===== src/rtl/rf_pkg.sv =====
// Shared types and default widths for the register-file write-port arbiter.
package rf_pkg;

    localparam int RF_DATA_W   = 16;
    localparam int RF_ADDR_W   = 4;
    localparam int RF_MAX_WAIT = 4;

    typedef enum logic [0:0] {
        PRIO_WB  = 1'b0,
        PRIO_AUX = 1'b1
    } arb_state_e;

    typedef struct packed {
        logic [RF_ADDR_W-1:0] dst;
        logic [RF_DATA_W-1:0] data;
    } wr_req_t;

endpackage


===== src/rtl/rf_starve_ctr.sv =====
// Saturating AUX starvation counter; flags when the upcoming count reaches the promotion threshold.
module rf_starve_ctr #(
    parameter int MAX_WAIT = 4
) (
    input  logic       clk,
    input  logic       rst,
    input  logic       inc,
    input  logic       clr,
    output logic [3:0] cnt,
    output logic       at_max
);

    localparam logic [3:0] MAX_L = 4'(MAX_WAIT);

    logic [3:0] cnt_q;
    logic [3:0] cnt_d;

    // Next count: clear on AUX transfer, otherwise count stalls up to the threshold.
    always_comb begin
        cnt_d = cnt_q;
        if (clr) begin
            cnt_d = 4'd0;
        end else if (inc && (cnt_q != MAX_L)) begin
            cnt_d = cnt_q + 4'd1;
        end else begin
            cnt_d = cnt_q;
        end
    end

    // Counter register.
    always_ff @(posedge clk or posedge rst) begin
        if (rst) begin
            cnt_q <= 4'd0;
        end else begin
            cnt_q <= cnt_d;
        end
    end

    // Promotion is decided on the value being loaded, so AUX wins on the cycle after its last stall.
    assign at_max = (cnt_d == MAX_L);
    assign cnt    = cnt_q;

endmodule


===== src/rtl/rf_wport_arbiter.sv =====
// Arbitrates the register file's single write port between WB and AUX,
// with WB priority, AUX anti-starvation promotion and a registered write stage.
module rf_wport_arbiter
    import rf_pkg::*;
#(
    parameter int DATA_W   = RF_DATA_W,
    parameter int ADDR_W   = RF_ADDR_W,
    parameter int MAX_WAIT = RF_MAX_WAIT
) (
    input  logic              clk,
    input  logic              rst,
    input  logic              wb_valid,
    input  logic [ADDR_W-1:0] wb_dst,
    input  logic [DATA_W-1:0] wb_data,
    output logic              wb_ready,
    input  logic              aux_valid,
    input  logic [ADDR_W-1:0] aux_dst,
    input  logic [DATA_W-1:0] aux_data,
    output logic              aux_ready,
    output logic              rf_we,
    output logic [ADDR_W-1:0] rf_dst,
    output logic [DATA_W-1:0] rf_data,
    output logic              aux_promoted
);

    arb_state_e        state_q;
    arb_state_e        state_d;
    logic              rf_we_q;
    logic              rf_we_d;
    logic [ADDR_W-1:0] rf_dst_q;
    logic [ADDR_W-1:0] rf_dst_d;
    logic [DATA_W-1:0] rf_data_q;
    logic [DATA_W-1:0] rf_data_d;

    logic              wb_xfer_s;
    logic              aux_xfer_s;
    logic              aux_stall_s;
    logic              promote_s;
    logic [3:0]        starve_cnt_s;

    // Grant decode from the current priority state; nothing is granted during reset.
    always_comb begin
        wb_ready  = 1'b0;
        aux_ready = 1'b0;
        if (rst) begin
            wb_ready  = 1'b0;
            aux_ready = 1'b0;
        end else begin
            case (state_q)
                PRIO_WB: begin
                    wb_ready  = wb_valid;
                    aux_ready = aux_valid && !wb_valid;
                end
                PRIO_AUX: begin
                    aux_ready = aux_valid;
                    wb_ready  = wb_valid && !aux_valid;
                end
                default: begin
                    wb_ready  = 1'b0;
                    aux_ready = 1'b0;
                end
            endcase
        end
    end

    assign wb_xfer_s   = wb_valid && wb_ready;
    assign aux_xfer_s  = aux_valid && aux_ready;
    assign aux_stall_s = aux_valid && !aux_ready;

    rf_starve_ctr #(
        .MAX_WAIT (MAX_WAIT)
    ) u_starve (
        .clk    (clk),
        .rst    (rst),
        .inc    (aux_stall_s),
        .clr    (aux_xfer_s),
        .cnt    (starve_cnt_s),
        .at_max (promote_s)
    );

    // Priority state: promote a starved AUX, drop back once AUX has been served.
    always_comb begin
        state_d = state_q;
        case (state_q)
            PRIO_WB: begin
                if (promote_s) begin
                    state_d = PRIO_AUX;
                end else begin
                    state_d = PRIO_WB;
                end
            end
            PRIO_AUX: begin
                if (aux_xfer_s) begin
                    state_d = PRIO_WB;
                end else begin
                    state_d = PRIO_AUX;
                end
            end
            default: state_d = PRIO_WB;
        endcase
    end

    // Write stage: capture the winner; r0 is hardwired zero so its writes never assert rf_we.
    always_comb begin
        rf_we_d   = 1'b0;
        rf_dst_d  = rf_dst_q;
        rf_data_d = rf_data_q;
        if (wb_xfer_s) begin
            rf_we_d   = (wb_dst != {ADDR_W{1'b0}});
            rf_dst_d  = wb_dst;
            rf_data_d = wb_data;
        end else if (aux_xfer_s) begin
            rf_we_d   = (aux_dst != {ADDR_W{1'b0}});
            rf_dst_d  = aux_dst;
            rf_data_d = aux_data;
        end else begin
            rf_we_d   = 1'b0;
            rf_dst_d  = rf_dst_q;
            rf_data_d = rf_data_q;
        end
    end

    // State and output registers.
    always_ff @(posedge clk or posedge rst) begin
        if (rst) begin
            state_q   <= PRIO_WB;
            rf_we_q   <= 1'b0;
            rf_dst_q  <= {ADDR_W{1'b0}};
            rf_data_q <= {DATA_W{1'b0}};
        end else begin
            state_q   <= state_d;
            rf_we_q   <= rf_we_d;
            rf_dst_q  <= rf_dst_d;
            rf_data_q <= rf_data_d;
        end
    end

    assign rf_we        = rf_we_q;
    assign rf_dst       = rf_dst_q;
    assign rf_data      = rf_data_q;
    assign aux_promoted = (state_q == PRIO_AUX);

endmodule


===== config.mk =====
export PLATFORM = sky130hd
export DESIGN_NAME = rf_wport_arbiter
export DESIGN_NICKNAME = d
export VERILOG_FILES = /design/src/rtl/rf_pkg.sv /design/src/rtl/rf_starve_ctr.sv /design/src/rtl/rf_wport_arbiter.sv
export SDC_FILE = /design/constraint.sdc
export NUM_CORES = 1
export LEC_CHECK = 0
export CAP_MARGIN = 20
export CORE_MARGIN = 2
export CORE_UTILIZATION = 37
export CTS_CLUSTER_DIAMETER = 100
export DETAILED_ROUTE_END_ITERATION = 7
export PLACE_DENSITY = 0.8
export SLEW_MARGIN = 20
export SYNTH_ARGS = -nofsm -noshare
export SYNTH_HDL_FRONTEND = slang
export SYNTH_SLANG_ARGS = --single-unit

===== constraint.sdc =====
create_clock -name clk -period 2.6 [get_ports clk]
set_clock_uncertainty 0.2 [all_clocks]
set_input_delay 0.52 -clock clk [delete_from_list [all_inputs] [get_ports clk]]
set_output_delay 0.52 -clock clk [all_outputs]
set_load 0.005 [all_outputs]

==> flow_summary.yaml, run 1 <==
clock_tree:
  clk_pin_slew_ns: 0.14
  clk_path_buf_depth: 2
  cts_tree: "built"
  cts_sinks: 26
  h-tree-depth: 1
  postCtsHoldBufs: 0
  cts_buffers: 3
  root_buffer: "clkbuf_4"
  clk_latency_ns: 0.33
synth:
  syn_inst: 105
  synth_edf_count: 0
  synthFlopType: "dfrtp_1"
  synth_top_family_by_area: "compound AO/OA/AOI/OAI gates"
  muxShareOfSynthArea_pct: 0.857
  async_flop_share_pct: 100
  synth_nets: 151
  synthSimpleGateAreaFrac_pct: 5.89
  ys_top_cells_by_count: "26 x dfrtp_1, 26 x inv_1, 20 x a222oi_1, 6 x clkbuf_1"
  synth_compound_area_share_pct: 25.2
  synth_fa_ha_area_share_pct: 2.14
  yosysTopAreaCell: "dfrtp_1"
  synth-seq-cells: 26
  syn_area_um2: 1170
  synth_xor_area_share_pct: 0
  yosysTopAreaCellShare_pct: 55.7
  synth-warning-count: 0
  synth_area_leaders: "dfrtp_1 56%, a222oi_1 17%, inv_1 8.4%, ha_1 2.1%, clkbuf_1 1.9%"
  syn_area_per_cell_um2: 11.1
  yosysSeqAreaShare_pct: 55.7
  yosysUniqueCellTypes: 22
min_path:
  whs_endpoint: "rf_data[11]"
  hold_depth: 2
  min_from: "rf_data[11]"
  hp-class: "register to register"
sta:
  slew_headroom_pct: 77.6
  whs_ns: 0.308
  maxSlewViolCount: 0
  rsz0062_at_grt: "false"
  finalCritPeriodShare_pct: 86.5
  final.setup.tns_ns: 0
  setup_viol: 0
  min_period_ns: 2.25
  max_clock_freq_mhz: 445
  hold_viol: 0
  worst_pin_slew_ns: 0.336
power:
  powerDensity_nw_per_um2: 680
  internal_power_mw: 0.942
  clkPwrFrac_pct: 21.1
  peakVddDrop_mv: 0.310
  p_sw_share_pct: 29.8
  p_switching_mw: 0.401
  p_comb_share_pct: 36.2
  seqPwrFrac_pct: 42.7
  p_leak_nw: 0.967
critical_path:
  arrival_ns: 1.53
  path_class: "primary input to output port"
  crit_path_start_kind: "primary input"
  crit_required_ns: 1.88
  end_kind: "output port"
  reg2reg_from: "u_starve.cnt[0]"
  rr_endpoint: "aux_promoted"
  r2r_cells: 6
  critPathMaxFanout: 3
  r2r_slack_ns: 0.52
floorplanning:
  io-pin-count: 68
  core_area_um2: 3030
  die_y_um: 60.2
  dieArea_um2: 3620
  initial_core_util_pct: 38.6
  rows: 20
  die_x_um: 60.2
drt:
  avgViaCountPerCell: 5.39
  routed_wl_um: 3550
  dr.first_iter.drc_count: 90
  firstDrtPassIters: 5
  num_vias: 1185
  drcViolationCount: 0
  detail_route.wl_per_cell_um: 16.1
  ant_nets: 0
finish:
  final_nets: 223
  diodes: 0
  final_util_pct: 65.2
  area_delta_synth_final_pct: 69.0
  drive_gt1_share_pct: 6.82
  fillerInstances: 229
global_route:
  grt_max_degree: 28
  overflow: 0
  grt_pass1_wl_um: 5720
  antenna_found_initial: 0
  grt_pass1_vias: 1277
  grt_usage_pct: 21.5
place:
  hpwl_um: 2690
  gp_congestion: 0.844
  numPortBuffers: 67
run:
  cap_violations: 0
run_status:
  status: "completed"
sequential cells by signal, indices dropped and copies added (netlist names):
| signal | cells |
|---|---|
| aux_promoted | 1 |
| rf_data | 16 |
| rf_dst | 4 |
| rf_we | 1 |
| u_starve.cnt | 4 |
final cells by class:
type | instances | area (µm²) | area share (%)
inverters | 26 | 97.6 | 4.94
repair buffers | 73 | 721 | 36.5
clock inverters | 1 | 30.0 | 1.52
clock buffers | 3 | 22.5 | 1.14
flip-flops and latches | 26 | 651 | 33.0
multi-input cells | 47 | 398 | 20.2
well taps | 44 | 55.1 | 2.79
power by group through the flow:
stage | Combinational [mW] | Clock [mW] | Sequential, mW
after floorplan | 0.205 | 0 | 0.571
after global placement | 0.467 | 0 | 0.572
after detailed placement | 0.489 | 0 | 0.580
after CTS | 0.492 | 0.289 | 0.572
after global routing | 0.539 | 0.302 | 0.584
final | 0.486 | 0.284 | 0.573
worst max-delay path by stage:
stage,from,to,slack [ns],cells past startpoint
global route,aux_valid,wb_ready,0.29,4
finish,aux_valid,wb_ready,0.35,4
detailed placement,rst,rf_data[6],0.06,7
global placement,aux_valid,aux_ready,0.07,4
CTS,aux_valid,wb_ready,0.06,4
floorplan,rst,wb_ready,0.21,3
routing by layer:
| metal | vias up | GRT usage [%] | wire [µm] |
|---|---|---|---|
| met5 | - | 0 | 0 |
| li1 | 538 | - | - |
| met2 | 52 | 37.4 | 1820 |
| met1 | 588 | 24.4 | 1400 |
| met4 | 0 | 9.84 | 69 |
| met3 | 7 | 5.63 | 260 |
critical path: stages:
cell and delay, ns:
clkdlybuf4s50_1 0.50, inv_1 0.08, o211a_1 0.26, dlymetal6s2s_1 0.17
stage by stage:
stage / setup WS, ns / area, µm² / total power [mW] / cells
finish: 0.351 / 1970 / 1.34 / 220
global route: 0.295 / 1970 / 1.43 / 220
CTS: 0.0555 / 1970 / 1.35 / 220
detailed placement: 0.0614 / 1920 / 1.07 / 216
global placement: 0.0700 / 1920 / 1.04 / 216
floorplan: 0.214 / 1170 / 0.776 / 105
cell families after synthesis:
logic type | count (synthesis)
muxes | 1
adders and majority gates | 2
buffers and inverters | 32
and+or+nand+nor | 12
AOI/OAI and AO/OA | 32
DFF | 26
cells in the final DEF (no fill, tap or decap):
cell and count:
o2111a_1 1, o41ai_2 1, bufinv_16 1, dlymetal6s2s_1 2, o211a_1 1, nand3b_1 1, or4b_1 1, o21ai_1 1
nand4_1 1, clkbuf_4 3, nand2b_1 1, o21ai_0 2, clkdlybuf4s50_1 65, dfrtp_1 26, nand3_1 2, a222oi_1 20
a21oi_2 1, and3b_1 1, o41ai_1 2, buf_4 6, a21oi_1 3, ha_1 2, nand2_1 2, inv_1 26
nor2_1 2, mux2i_1 1, nor3_1 1
repair_timing:
action | CTS | global route
endpoints found under the setup margin | 0 | 2
gates resized for setup | 0 | 2
buffers inserted | 0 | 0
(Power assumes the default switching activity.)
==> run 2: changes to the inputs <==
Settings changed: ABC_CLOCK_PERIOD_IN_PS set to 2600, CAP_MARGIN 20 to not set.
==> results of run 2 <==
Final layout, timing and power as in run 1 (identical DEF).
==> run 3: changes to the inputs <==
Settings changed: CAP_MARGIN set to 15, SLEW_MARGIN 20 to not set.
==> results of run 3 <==
Final layout, timing and power as in run 1 (identical DEF).
